===== config.mk =====
export PLATFORM = sky130hd
export DESIGN_NAME = jk_cmd_sequencer
export DESIGN_NICKNAME = d
export VERILOG_FILES = /design/src/rtl/jk_cmd_sequencer.sv
export SDC_FILE = /design/constraint.sdc
export NUM_CORES = 1
export LEC_CHECK = 0
export ABC_AREA = 0
export CAP_MARGIN = 20
export CORE_UTILIZATION = 35
export CTS_CLUSTER_SIZE = 28
export DETAILED_ROUTE_END_ITERATION = 12
export PLACE_DENSITY = 0.65
export SYNTH_ARGS = -nofsm -noshare
export SYNTH_HDL_FRONTEND = slang
export SYNTH_SLANG_ARGS = --single-unit

===== constraint.sdc =====
create_clock -name clk -period 1.9 [get_ports clk]
set_clock_uncertainty 0.2 [all_clocks]
set_input_delay 0.38 -clock clk [delete_from_list [all_inputs] [get_ports clk]]
set_output_delay 0.38 -clock clk [all_outputs]
set_load 0.1 [all_outputs]

===== src/rtl/jk_cmd_sequencer.sv =====
// JK flip-flop command sequencer: drives j/k for cmd_len+1 cycles per command.
// Optional JK_SEQ_BACK2BACK_EN removes the GAP cycle for back-to-back commands.
module jk_cmd_sequencer #(
  parameter int CNT_W = 4
) (
  input  logic             clk,
  input  logic             rst_n,
  input  logic             cmd_valid,
  output logic             cmd_ready,
  input  logic [1:0]       cmd_op,
  input  logic [CNT_W-1:0] cmd_len,
  output logic             j,
  output logic             k,
  output logic             busy,
  output logic             done,
  output logic             q_model
);

  typedef enum logic [1:0] {
    IDLE  = 2'd0,
    DRIVE = 2'd1,
    GAP   = 2'd2
  } state_t;

  state_t           state, state_n;
  logic [CNT_W-1:0] cnt, cnt_n;
  logic             j_n, k_n, busy_n, done_n, ready_n, q_n;
  logic             accept;

  assign accept = cmd_valid & cmd_ready;

  always_ff @(posedge clk or negedge rst_n) begin
    if (!rst_n) begin
      state     <= IDLE;
      cnt       <= '0;
      j         <= 1'b0;
      k         <= 1'b0;
      busy      <= 1'b0;
      done      <= 1'b0;
      cmd_ready <= 1'b0;
      q_model   <= 1'b0;
    end else begin
      state     <= state_n;
      cnt       <= cnt_n;
      j         <= j_n;
      k         <= k_n;
      busy      <= busy_n;
      done      <= done_n;
      cmd_ready <= ready_n;
      q_model   <= q_n;
    end
  end

  // Mirror of the FF: reacts to the {j,k} it currently sees.
  always_comb begin
    q_n = q_model;
    unique case ({j, k})
      2'b01:   q_n = 1'b0;
      2'b10:   q_n = 1'b1;
      2'b11:   q_n = ~q_model;
      default: q_n = q_model;
    endcase
  end

  always_comb begin
    state_n = state;
    cnt_n   = cnt;
    j_n     = j;
    k_n     = k;
    busy_n  = busy;
    done_n  = 1'b0;
    ready_n = cmd_ready;
    unique case (state)
      IDLE: begin
        j_n     = 1'b0;
        k_n     = 1'b0;
        busy_n  = 1'b0;
        ready_n = 1'b1;
        if (accept) begin
          state_n    = DRIVE;
          cnt_n      = cmd_len;
          {j_n, k_n} = cmd_op;
          busy_n     = 1'b1;
          ready_n    = 1'b0;
`ifdef JK_SEQ_BACK2BACK_EN
          if (cmd_len == '0) begin
            done_n  = 1'b1;
            ready_n = 1'b1;
          end
`endif
        end
      end
      DRIVE: begin
`ifdef JK_SEQ_BACK2BACK_EN
        if (cnt == '0) begin
          if (accept) begin
            cnt_n      = cmd_len;
            {j_n, k_n} = cmd_op;
            busy_n     = 1'b1;
            ready_n    = 1'b0;
            if (cmd_len == '0) begin
              done_n  = 1'b1;
              ready_n = 1'b1;
            end
          end else begin
            state_n = IDLE;
            j_n     = 1'b0;
            k_n     = 1'b0;
            busy_n  = 1'b0;
            ready_n = 1'b1;
          end
        end else begin
          cnt_n = cnt - CNT_W'(1);
          // Flag the final drive cycle one edge early.
          if (cnt == CNT_W'(1)) begin
            done_n  = 1'b1;
            ready_n = 1'b1;
          end
        end
`else
        if (cnt == '0) begin
          state_n = GAP;
          j_n     = 1'b0;
          k_n     = 1'b0;
          done_n  = 1'b1;
        end else begin
          cnt_n = cnt - CNT_W'(1);
        end
`endif
      end
`ifndef JK_SEQ_BACK2BACK_EN
      GAP: begin
        state_n = IDLE;
        busy_n  = 1'b0;
        ready_n = 1'b1;
      end
`endif
      default: begin
        state_n = IDLE;
        j_n     = 1'b0;
        k_n     = 1'b0;
        busy_n  = 1'b0;
      end
    endcase
  end

endmodule


# Word-level counts from Yosys, hierarchy flattened
# Index checks and enable logic that the tools add are counted.
# totals
ff_bits	12
input_bits	9
out_inout_bits	6
elab_cells	46
# classes
add_sub_neg	1
n_eq_ne	8
n_mux	18
bitwise	3
reduce_logical	8
# op_table
op	count
$pmux W1 S3	3
$mux W4	2
$pmux W4 S2	1
$mux W1	7
$eq A2 B2 Y1 const B	3
$ne A2 B2 Y1 const B	3
$eq A2 B1 Y1 const B	2
$logic_not A4 Y1	1
$mux W2	2
$pmux W1 S2	2
$pmux W2 S2	1
$reduce_and A2 Y1	2
$reduce_bool A2 Y1	2
$sub A4 B1 Y4 const B	1
$reduce_and A3 Y1	1
$reduce_bool A3 Y1	1
$logic_not A2 Y1	1
$not A1 Y1	2
$and A1 B1 Y1	1

# Longest topological paths before layout
# logic_depth
word_depth	3
mapped_depth	5
ltp_nobuf	5

# Least setup slack after synthesis
# Ideal clock, no wire load.
# synth_timing
kind	flip-flop to flip-flop
from	reg cmd_ready
to	reg cnt[3]
t_arrival_ns	1.493
required_ns	1.580
slack_ns	0.087
stages_incl_launch_ff	4
period_less_slack_ns	1.813
path_cell_list	dfrtp_1 -> and4bb_4 -> a32oi_2 -> o211a_1
# synth_via
elab_chain_len	3
# synth_rtl
element	line	text
from (decl)	9	output logic cmd_ready,
from (signal assigned)	49	cmd_ready <= ready_n;
$and A1 B1 Y1	30	assign accept = cmd_valid & cmd_ready;
$ne A2 B2 Y1 (no line)	--	
$reduce_and A3 Y1 (no line)	--	
to (signal assigned)	44	cnt <= cnt_n;
to (decl)	26	logic [CNT_W-1:0] cnt, cnt_n;
# Every way passes these cells.
# A chain may end at the register's enable or synchronous reset.

# Final worst setup path
# layout_timing
from	reg cnt[1]
to	reg k
# layout_via
elab_chain_len	3
# layout_rtl
element	line	text
$logic_not A4 Y1	121	if (cnt == '0) begin
$ne A2 B2 Y1 (no line)	--	
$reduce_and A2 Y1 (no line)	--	
to (signal assigned)	46	k <= k_n;
to (decl)	13	output logic k,
# Every way passes these cells.

==> flow_metrics.env <==
export IMPL_status="completed"
export IMPL_crit_buf_inv=1
export IMPL_synth_warnings=0
export IMPL_ant_nets=0
export IMPL_tns_ns=0
export IMPL_antenna_found_initial=0
export IMPL_synth_avg_cell_area_um2=11.9
export IMPL_path_cells="inv_1 > ha_1 > nor3b_2 > o21ai_1 > a22o_1"
export IMPL_grt_pass1_vias=473
export IMPL_clock_tree_root_cell="clkbuf_4"
export IMPL_overflow=0
export IMPL_wl_per_cell_um=13.3
export IMPL_critical_path_max_stage_delay_ns=0.39
export IMPL_finalHoldViolations=0
export IMPL_final_nets=77
export IMPL_hp_class="in2async"
export IMPL_worstSetupStartpointType="flip-flop"
export IMPL_htreeDepth=1
export IMPL_area_delta_synth_final_pct=45.1
export IMPL_synth_most_common_cell="dfrtp_1"
export IMPL_grt_max_degree=13
export IMPL_route_final_wire_length_mm=1.09
export IMPL_fillers=139
export IMPL_final_setup_viol_count=0
export IMPL_synth_edf_count=0
export IMPL_hold_buffers=0
export IMPL_worst_path_max_delay_cell="dfrtp_1"
export IMPL_slew_viol_final=0
export IMPL_finalWorstPathRequiredPeriod_ns=1.68
export IMPL_cts_buffers=3
export IMPL_port_buffers=14
export IMPL_worstSetupPathType="reg2reg"
export IMPL_placed_cell_area_um2=790
export IMPL_grt_first_pass_wirelength_mm=2.06
export IMPL_clock_fmax_ghz=0.597
export IMPL_placementRows=14
export IMPL_synthCells=48
export IMPL_first_pass_iters=2
export IMPL_cts_sinks=12
export IMPL_crit_required_ns=1.86
export IMPL_end_kind="flip-flop"
export IMPL_final_area_um2=826
export IMPL_dieArea_mm2=0.00179
export IMPL_ys_flop_type="dfrtp_1"
export IMPL_gp_congestion=0.824
export IMPL_ios=15
export IMPL_netlist_area_leader_share_pct=52.7
export IMPL_ctsResizeCount=0
export IMPL_start_util_pct=37.8
export IMPL_num_vias=445
export IMPL_routed_via_density=5.43
export IMPL_synth_area_leaders="dfrtp_1, a21oi_1, a22o_1"
export IMPL_critical_path_arrival_ns=1.63
export IMPL_slew_limit_headroom_pct=63.7
export IMPL_num_antenna_cells=0
export IMPL_yosys_area_top_type="dfrtp_1"
export IMPL_rsz0062_at_grt="false"
export IMPL_ys_seq_area_share_pct=52.7
export IMPL_yosys_register_bits=12
export IMPL_ys_async_sr_fraction_pct=100
export IMPL_gr_usage_all_layers_pct=15.7
export IMPL_die_w_um=42.3
export IMPL_maxCapViolCount=0
export IMPL_core_region_area_mm2=0.00151
export IMPL_clkLatencyLatePin_ns=0.27
export IMPL_cts_tree="yes"
export IMPL_netlist_area_um2=569
export IMPL_cts_path_max_buffers=2
export IMPL_critPathMaxFanout=6
export IMPL_post_cts_buffers=0
export IMPL_cp_top_family="flip-flops"
export IMPL_die_h_um=42.3
export IMPL_yosys_top_cells_count="dfrtp_1, a21oi_1, inv_1"
export IMPL_min_period_over_period_pct=88.2
export IMPL_dr_first_iter_drc_count=1
export IMPL_netlist_cell_type_count=26
export IMPL_path_clk_slew_ns=0.08
export IMPL_layout_drive_gt1_share_pct=24.2
export IMPL_syn_nets=58
export IMPL_drc_errors=0
export IMPL_dp_hpwl_um=826
export IMPL_tightest_slew_ns=0.543
final timing paths:
path                              start      end  slack (ns)  depth (start not counted)
worst min register to register  q_model  q_model        0.33                          1
min in group clk                q_model  q_model        0.33                          1
worst min-delay path              rst_n     busy        0.25                          1
worst max-delay path             cnt[1]        k        0.22                          5
max in group asynchronous         rst_n  q_model        0.88                          1
worst max register to register   cnt[1]        k        0.22                          5
state kept, by name (all words and copies together) (netlist names):
name / cells
cnt: 4
state: 2
busy: 1
cmd_ready: 1
done: 1
j: 1
k: 1
q_model: 1
cells by family (layout without fill, tap and decap cells):
family                     after synthesis  in the layout  share of synthesized area [%]
xor gates and xnor gates                 1              1                           1.54
AOI/OAI and AO/OA                       15             15                           20.0
and+or+nand+nor                         15             15                           20.9
adders and majority gates                1              1                           2.20
DFF                                     12             12                           52.7
buffers and inverters                    4             22                           2.64
per-layer routing:
metal | up-vias | global-route usage (%) | share of wire (%)
met1 | 214 | 18.3 | 46
met5 | - | 0 | 0
met3 | 4 | 3.88 | 3.4
met2 | 11 | 25.8 | 48
li1 | 216 | - | -
met4 | 0 | 9.38 | 2.3
metrics by stage:
step	hold WS, ns	setup slack, ns	utilization, %	cells
6_report	0.252	0.225	54.8	82
5_1_grt	0.305	0.100	54.8	82
4_1_cts	0.278	0.226	54.8	82
3_5_place_dp	0.326	0.226	52.4	78
3_3_place_gp	0.316	0.237	52.4	78
2_1_floorplan	-0.116	0.0867	-	48
final cells by class:
class                      count  area [µm²]  area share [%]
multi-input combinational     32         254            30.8
tap                           16        20.0            2.42
inverter                       4        15.0            1.82
clock buffer                   4        36.3            4.39
sequential                    12         300            36.4
timing repair buffer          14         200            24.2
cells in the final DEF, fill, tap and decap left out, drive strengths merged, types with 2 or more instances in the layout:
cell / synthesis / routed
o21ai: 2 / 2
dfrtp: 12 / 12
a21oi: 4 / 4
nand2b: 2 / 2
clkbuf: 0 / 4
clkdlybuf4s50: 0 / 8
a22o: 2 / 2
o22ai: 2 / 2
or3: 2 / 2
inv: 4 / 4
and2: 2 / 2
buf: 0 / 6
nand2: 2 / 2
Power is left out: the tool's default activity adds up to more than one toggle a clock period on the data nets, which glitch-free logic cannot reach.
